[config.mk]
export PLATFORM = sky130hd
export DESIGN_NAME = pe_ws_dbuf
export DESIGN_NICKNAME = d
export VERILOG_FILES = /design/src/rtl/pe_ws_dbuf.sv
export SDC_FILE = /design/constraint.sdc
export NUM_CORES = 1
export LEC_CHECK = 0
export BUFFER_PORTS_ARGS = -buffer_cell sky130_fd_sc_hd__buf_2
export CAP_MARGIN = 20
export CORE_UTILIZATION = 50
export DETAILED_ROUTE_END_ITERATION = 7
export HOLD_SLACK_MARGIN = 0.08
export PLACE_DENSITY = 0.68
export SLEW_MARGIN = 30
export SYNTH_ARGS = -nofsm -noshare
export SYNTH_HDL_FRONTEND = slang
export SYNTH_SLANG_ARGS = --single-unit
[constraint.sdc]
create_clock -name clk -period 7.85 [get_ports clk]
set_input_delay 0.3925 -clock clk [delete_from_list [all_inputs] [get_ports clk]]
set_output_delay 0.3925 -clock clk [all_outputs]
set_load 0.05 [all_outputs]
[src/rtl/pe_ws_dbuf.sv]
// rtl/pe_ws_dbuf.sv - weight-stationary systolic PE with double-buffered weight
//
// Ports:
//   clk, rst_n        single clock, asynchronous active-low reset
//   data_valid_in     activation valid from left neighbour
//   data_in           signed activation from left neighbour
//   psum_in           signed partial sum from upper neighbour
//   w_load_en         capture {weight_ready_in, weight_in} into the shadow register
//   weight_in         signed weight from upper neighbour
//   weight_ready_in   valid tag travelling with weight_in
//   w_swap            promote shadow weight to active (only if shadow tag set)
//   ovf_clr           clears the sticky overflow flag
//   data_valid_out    registered data_valid_in
//   data_out          registered activation to right neighbour
//   weight_out        shadow weight, chained to lower neighbour
//   weight_ready_out  shadow valid tag, chained to lower neighbour
//   psum_out          registered partial sum to lower neighbour
//   psum_valid_out    psum_out valid
//   active_ready      active weight holds a valid value
//   ovf_flag          sticky accumulation overflow indicator

module pe_ws_dbuf #(
    parameter int DATA_WIDTH   = 8,
    parameter int WEIGHT_WIDTH = 8,
    parameter int ACC_WIDTH    = 24,
    parameter int SATURATE     = 1
) (
    input  logic                    clk,
    input  logic                    rst_n,
    input  logic                    data_valid_in,
    input  logic [DATA_WIDTH-1:0]   data_in,
    input  logic [ACC_WIDTH-1:0]    psum_in,
    input  logic                    w_load_en,
    input  logic [WEIGHT_WIDTH-1:0] weight_in,
    input  logic                    weight_ready_in,
    input  logic                    w_swap,
    input  logic                    ovf_clr,
    output logic                    data_valid_out,
    output logic [DATA_WIDTH-1:0]   data_out,
    output logic [WEIGHT_WIDTH-1:0] weight_out,
    output logic                    weight_ready_out,
    output logic [ACC_WIDTH-1:0]    psum_out,
    output logic                    psum_valid_out,
    output logic                    active_ready,
    output logic                    ovf_flag
);

    localparam int PROD_WIDTH = DATA_WIDTH + WEIGHT_WIDTH;
    // Extra sign bits needed to bring the product up to the ACC_WIDTH+1 sum width.
    localparam int EXT_WIDTH  = ACC_WIDTH + 1 - PROD_WIDTH;

    localparam logic [ACC_WIDTH-1:0] ACC_MAX = {1'b0, {(ACC_WIDTH-1){1'b1}}};
    localparam logic [ACC_WIDTH-1:0] ACC_MIN = {1'b1, {(ACC_WIDTH-1){1'b0}}};

    logic [WEIGHT_WIDTH-1:0] active_w;

    logic                    swap_ok;
    logic                    compute;
    logic                    bypass;

    logic signed [PROD_WIDTH-1:0] data_ext;
    logic signed [PROD_WIDTH-1:0] weight_ext;
    logic signed [PROD_WIDTH-1:0] product;
    logic [ACC_WIDTH:0]           sum_wide;
    logic                         sum_ovf;
    logic [ACC_WIDTH-1:0]         sum_final;

    // A swap is only honoured when the shadow register actually holds a weight.
    assign swap_ok = w_swap & weight_ready_out;
    assign compute = data_valid_in & active_ready;
    assign bypass  = data_valid_in & ~active_ready;

    // Both operands are sign-extended to the full product width so the
    // multiply yields the exact signed product with no truncation.
    assign data_ext   = {{WEIGHT_WIDTH{data_in[DATA_WIDTH-1]}}, data_in};
    assign weight_ext = {{DATA_WIDTH{active_w[WEIGHT_WIDTH-1]}}, active_w};
    assign product    = data_ext * weight_ext;

    // One guard bit above ACC_WIDTH: overflow shows up as the two top bits
    // disagreeing, and the guard bit gives the true sign of the sum.
    assign sum_wide = {psum_in[ACC_WIDTH-1], psum_in}
                    + {{EXT_WIDTH{product[PROD_WIDTH-1]}}, product};
    assign sum_ovf  = sum_wide[ACC_WIDTH] ^ sum_wide[ACC_WIDTH-1];

    always_comb begin
        sum_final = sum_wide[ACC_WIDTH-1:0];
        if ((SATURATE != 0) && sum_ovf) begin
            sum_final = sum_wide[ACC_WIDTH] ? ACC_MIN : ACC_MAX;
        end
    end

    // Shadow and active weight registers. A load in the same cycle as a swap
    // refills the shadow, so its tag is only cleared by a swap without a load.
    always_ff @(posedge clk or negedge rst_n) begin
        if (!rst_n) begin
            weight_out       <= '0;
            weight_ready_out <= 1'b0;
            active_w         <= '0;
            active_ready     <= 1'b0;
        end else begin
            if (swap_ok) begin
                active_w     <= weight_out;
                active_ready <= 1'b1;
            end
            if (w_load_en) begin
                weight_out       <= weight_in;
                weight_ready_out <= weight_ready_in;
            end else if (swap_ok) begin
                weight_ready_out <= 1'b0;
            end
        end
    end

    // Activation and partial-sum pipeline stage. The product above reads the
    // current active_w, so a same-cycle swap only affects the following cycle.
    always_ff @(posedge clk or negedge rst_n) begin
        if (!rst_n) begin
            data_out       <= '0;
            data_valid_out <= 1'b0;
            psum_out       <= '0;
            psum_valid_out <= 1'b0;
        end else begin
            data_valid_out <= data_valid_in;
            psum_valid_out <= data_valid_in;
            if (data_valid_in) begin
                data_out <= data_in;
            end
            if (compute) begin
                psum_out <= sum_final;
            end else if (bypass) begin
                psum_out <= psum_in;
            end
        end
    end

    // Sticky overflow: a new overflow takes priority over a clear request.
    always_ff @(posedge clk or negedge rst_n) begin
        if (!rst_n) begin
            ovf_flag <= 1'b0;
        end else if (compute && sum_ovf) begin
            ovf_flag <= 1'b1;
        end else if (ovf_clr) begin
            ovf_flag <= 1'b0;
        end
    end

endmodule

Word-level counts from Yosys, hierarchy flattened. Cells that the tools add are included.

Bits in latches: 0. Register bits: 52. Logic and storage cells: 27. Bits in read-only memories: 0. Output and inout bits: 45. Input bits: 47. Memories kept: 0. Bits in writable memories: 0.

Reductions and logical operators: 4. Add/subtract/negate cells: 1. Equality and inequality tests: 0. Multipliers: 1. Muxes and demuxes: 8. Div/mod/pow operators: 0. Bitwise logic cells: 5. Order comparisons: 0. Shift operators: 0.

Operators by type and width (number): 24-bit two-way mux (4); 24-bit by 16-bit adder with 25-bit output (1); 8-bit by 8-bit multiplier with 16-bit output (1); 2-bit nonzero test (3); 1-bit two-way mux (4); 1-bit AND (3); 1-bit logical AND (1); 1-bit inverter (1); 1-bit XOR (1).

Logic depth before layout (Yosys ltp).
Word-level depth: 5. Mapped depth: 22. Mapped depth without buffers: 20.

Least setup slack after synthesis. OpenSTA, ideal clock, no wires.

Kind: input-to-reg. Start point: input port data_in[7]. End point: register psum_out[7]. Data required time: 7.724 ns. Slack: 1.882 ns. Data arrival time: 5.842 ns. Stages on the path: 18. Setup time: 0.126 ns. Path buffers: 1. Cell sequence: clkbuf_1 -> and2_1 -> inv_1 -> fa_1 -> inv_1 -> fa_1 -> fa_1 -> fa_1 -> fa_1 -> ha_1 -> nand3_1 -> nor2_1 -> o21ai_1 -> o211ai_2 -> o211ai_2 -> nand2_2 -> maj3_2 -> a221o_1.

Cells in the longest elaborated chain, start to end: 5. Elaborated cells on any way between the ends: 6. Those cells by class: add/sub: 1; mul: 1; mux: 3; bitwise: 1.

Ends and longest elaborated chain: start: declaration (RTL line 31) `input logic [DATA_WIDTH-1:0] data_in,`; 8-bit by 8-bit multiplier with 16-bit output * (RTL line 77) `assign product = data_ext * weight_ext;`; 24-bit by 16-bit adder with 25-bit output * (RTL line 82) `+ {{EXT_WIDTH{product[PROD_WIDTH-1]}}, product};`; 24-bit two-way mux or 1-bit XOR (tied branches) (RTL line 88, 83); 24-bit two-way mux * (RTL line 87) `if ((SATURATE != 0) && sum_ovf) begin`; 24-bit two-way mux * (RTL line 128) `if (compute) begin`; end signal: assignment (RTL line 129) `psum_out <= sum_final;`; end signal: assignment (RTL line 131) `psum_out <= psum_in;`; end: declaration (RTL line 42) `output logic [ACC_WIDTH-1:0] psum_out,`.

Every way passes the cells marked *; elsewhere a longest branch is shown, timed or not. A chain may end at the register's enable or synchronous reset.

Worst setup path in the final report.
Start point: register active_w[2]. End point: register psum_out[6].

Cells in the longest elaborated chain, start to end: 5. Elaborated cells on any way between the ends: 6. Those cells by class: add/sub: 1; mul: 1; mux: 3; bitwise: 1.

Ends and longest elaborated chain: start: declaration (RTL line 55) `logic [WEIGHT_WIDTH-1:0] active_w;`; start signal: assignment (RTL line 102) `active_w <= weight_out;`; 8-bit by 8-bit multiplier with 16-bit output * (RTL line 77); 24-bit by 16-bit adder with 25-bit output * (RTL line 82); 24-bit two-way mux or 1-bit XOR (tied branches) (RTL line 88, 83); 24-bit two-way mux * (RTL line 87); 24-bit two-way mux * (RTL line 128).

Marked as above.

==> flow_summary_export.csv <==
group,metric,value,unit
run_status,outcome,"finished clean",
worst_setup_path,rr_startpoint,"active_w[2]",
timing,slew_headroom,40.4,%
floorplan,start_util,51.6,%
floorplan,die_area,13600,um2
timing,fmax,0.159,GHz
routing,ant_nets,0,
timing,rsz0062_at_grt,"no",
routing,vias_per_cell,5.49,
synthesis,synth_top_family_by_area,"adder cells",
synthesis,synth-xor-area-share,2.67,%
timing,fin_hold_ws,228,ps
routing,met3_length,588,um
clocking,clockBufferDepth,2,
worst_setup_path,ff2ff_path_depth,16,
synthesis,synth_common_cells,"fa_1 (108), inv_1 (105), ha_1 (56)",
layout,diodes,0,
global_routing,grt_pass1_wl,25.1,mm
placement,io_buffers,91,
clocking,numCtsBuffers,5,
placement,hpwl,12.9,mm
layout,syn_to_final_growth,11.8,%
floorplan,die_h,117,um
timing,worst_clock_skew,18.7,ps
floorplan,core,12700,um2
clocking,cts_tree,"done",
worst_setup_path,end_kind,"flip-flop",
routing,finalWirelength,15.7,mm
global_routing,grt-ovfl-total,0,
worst_setup_path,worst-setup-path-type,"flip-flop to flip-flop",
synthesis,yosysWarningCount,0,
synthesis,yosys.area_share.adder,43.8,%
floorplan,die_x,117,um
synthesis,async_reset_ff_share,100,%
routing,dr_wl_met2,8.05,mm
clocking,cts_sinks,52,
routing,top_layer,"met4",
timing,finalHoldViolCount,0,
synthesis,synth_top_area_share,32.9,%
timing,fin_tns_setup,0,ps
worst_setup_path,reg2reg_setup_slack,1550,ps
routing,drc,0,
clocking,cts_setup_buffers,0,
synthesis,synthMuxAreaShare,4.29,%
placement,place_congestion,0.911,
worst_setup_path,worst_r2r_endpoint,"psum_out[6]",
synthesis,synth_ff_type,"dfrtp_1",
layout,fin_area,7340,um2
layout,drive_gt1_share,18.9,%
clocking,worst_skew_pair.late_latency,310,ps
synthesis,ys_top_cells_by_area,"fa_1 (33%), dfrtp_1 (20%), ha_1 (11%), inv_1 (6.0%), mux2_2 (4.3%)",
synthesis,synth_cell_types,49,
clocking,htreeDepth,2,
worst_setup_path,worst-path-max-fanout,12,
synthesis,synth_compound_area_share,10.9,%
timing,fin_crit_sh,80.2,%
synthesis,ys_ff_latch,52,
routing,wl_per_cell,17.6,um
layout,post-route-util,57.7,%
clocking,hold_buffers,0,
routing,dr.pass1.iters,5,
floorplan,io_pins,92,
layout,layout.nets,935,
timing,slew_viol_final,0,
synthesis,syn_inst,638,
global_routing,antenna_found_initial,0,
clocking,path_clk_slew,90,ps
clocking,ctsResizeCount,0,
clocking,root_buffer,"clkbuf_16",
global_routing,grt.total_usage,24.5,%
synthesis,synth_area_per_cell,10.3,um2
timing,worst_pin_slew,893,ps
worst_setup_path,arrival,6420,ps
synthesis,yosysTopAreaCell,"fa_1",
synthesis,synth_edf_count,0,
synthesis,seq_area_frac_synth,19.8,%
routing,drt_iter0_drc,307,
floorplan,core.rowCount,41,
synthesis,syn-num-nets,849,
timing,setup_viol,0,
synthesis,yosysMostFrequentCell,"fa_1",
synthesis,yosys.area_share.simple,11.6,%
worst_setup_path,start_kind,"flip-flop",
min_path,hold_path.class,"input pin to async pin",
global_routing,grt_max_degree,53,
global_routing,grt_pass1_vias,5060,
timing,min_period,6300,ps
placement,placed_area,7190,um2
job,max-cap-violations,0,
routing,wl_met1,6.89,mm
routing,num_vias,4929,
synthesis,synth_area,6560,um2
worst_setup_path,required,7980,ps
## final cells by class
type / instances / area, um2
timing repair buffer: 93 / 470
sequential: 52 / 1300
inverter: 105 / 394
clock inverter: 3 / 25.0
tap: 172 / 215
fill: 1175 / 5380
clock buffer: 5 / 125
multi-input combinational: 467 / 4810
## critical path: stages, from the launching register on
cell and delay [ps]:
dfrtp_1 540, nand2_1 210, fa_1 660, fa_1 730
inv_1 230, fa_1 550, fa_1 420, ha_1 290
ha_1 380, a211o_1 310, a21oi_2 150, xnor2_1 130
o2111a_1 170, a21oi_2 190, nand2_2 160, a21oi_1 750
a221oi_1 210
## registers in the layout, summed over array words and instances, names as in the netlist
name              flops
active_w              8
psum_valid_out        1
weight_ready_out      1
active_ready          1
ovf_flag              1
weight_out            8
data_out              8
psum_out             24
## cells in the final DEF (no fill, tap or decap), types with 3 or more instances in the layout
cell type	count
and3_1	4
a31oi_1	9
o21ai_0	10
o22ai_1	15
buf_2	91
a21oi_1	26
a211o_1	3
nor2b_1	11
nor2_1	23
o211ai_1	5
o21a_1	5
nand2_1	50
o21ai_1	3
fa_1	108
dfrtp_1	52
xor2_1	8
mux2_2	25
o2bb2ai_1	7
a211oi_1	3
and2_1	33
a21o_1	5
ha_1	56
nand3_1	10
inv_1	105
nand2b_1	6
clkbuf_16	5
xnor2_1	12
## through the flow
stage	setup slack, ps	std cells
2_1_floorplan	1880	638
4_1_cts	1360	897
5_1_grt	1150	897
3_3_place_gp	1600	889
6_report	1550	897
3_5_place_dp	1380	889
## per-layer routing
metal | up-vias | global-route usage, %
met3 | 17 | 3.06
li1 | 2267 | -
met4 | 0 | 5.49
met2 | 119 | 43.4
met1 | 2526 | 32.2
met5 | - | 0
## worst max-delay path by stage
stage	cells after the start	start	slack (ps)	to
global placement	16	data_in[7]	1600	psum_out[6]
CTS	15	active_w[1]	1360	psum_out[6]
floorplan	18	data_in[7]	1880	psum_out[7]
detailed placement	16	data_in[7]	1380	psum_out[6]
finish	16	active_w[2]	1550	psum_out[6]
global route	15	active_w[2]	1150	psum_out[6]
## cell families after synthesis
family,count (synthesis)
DFF,52
AOI/OAI and AO/OA,107
and+or+nand+nor,150
muxes,25
xor gates and xnor gates,20
buffers and inverters,119
adders and majority gates,165
Power is left out: the tool's default activity adds up to more than one toggle a clock period on the data nets, which glitch-free logic cannot reach.
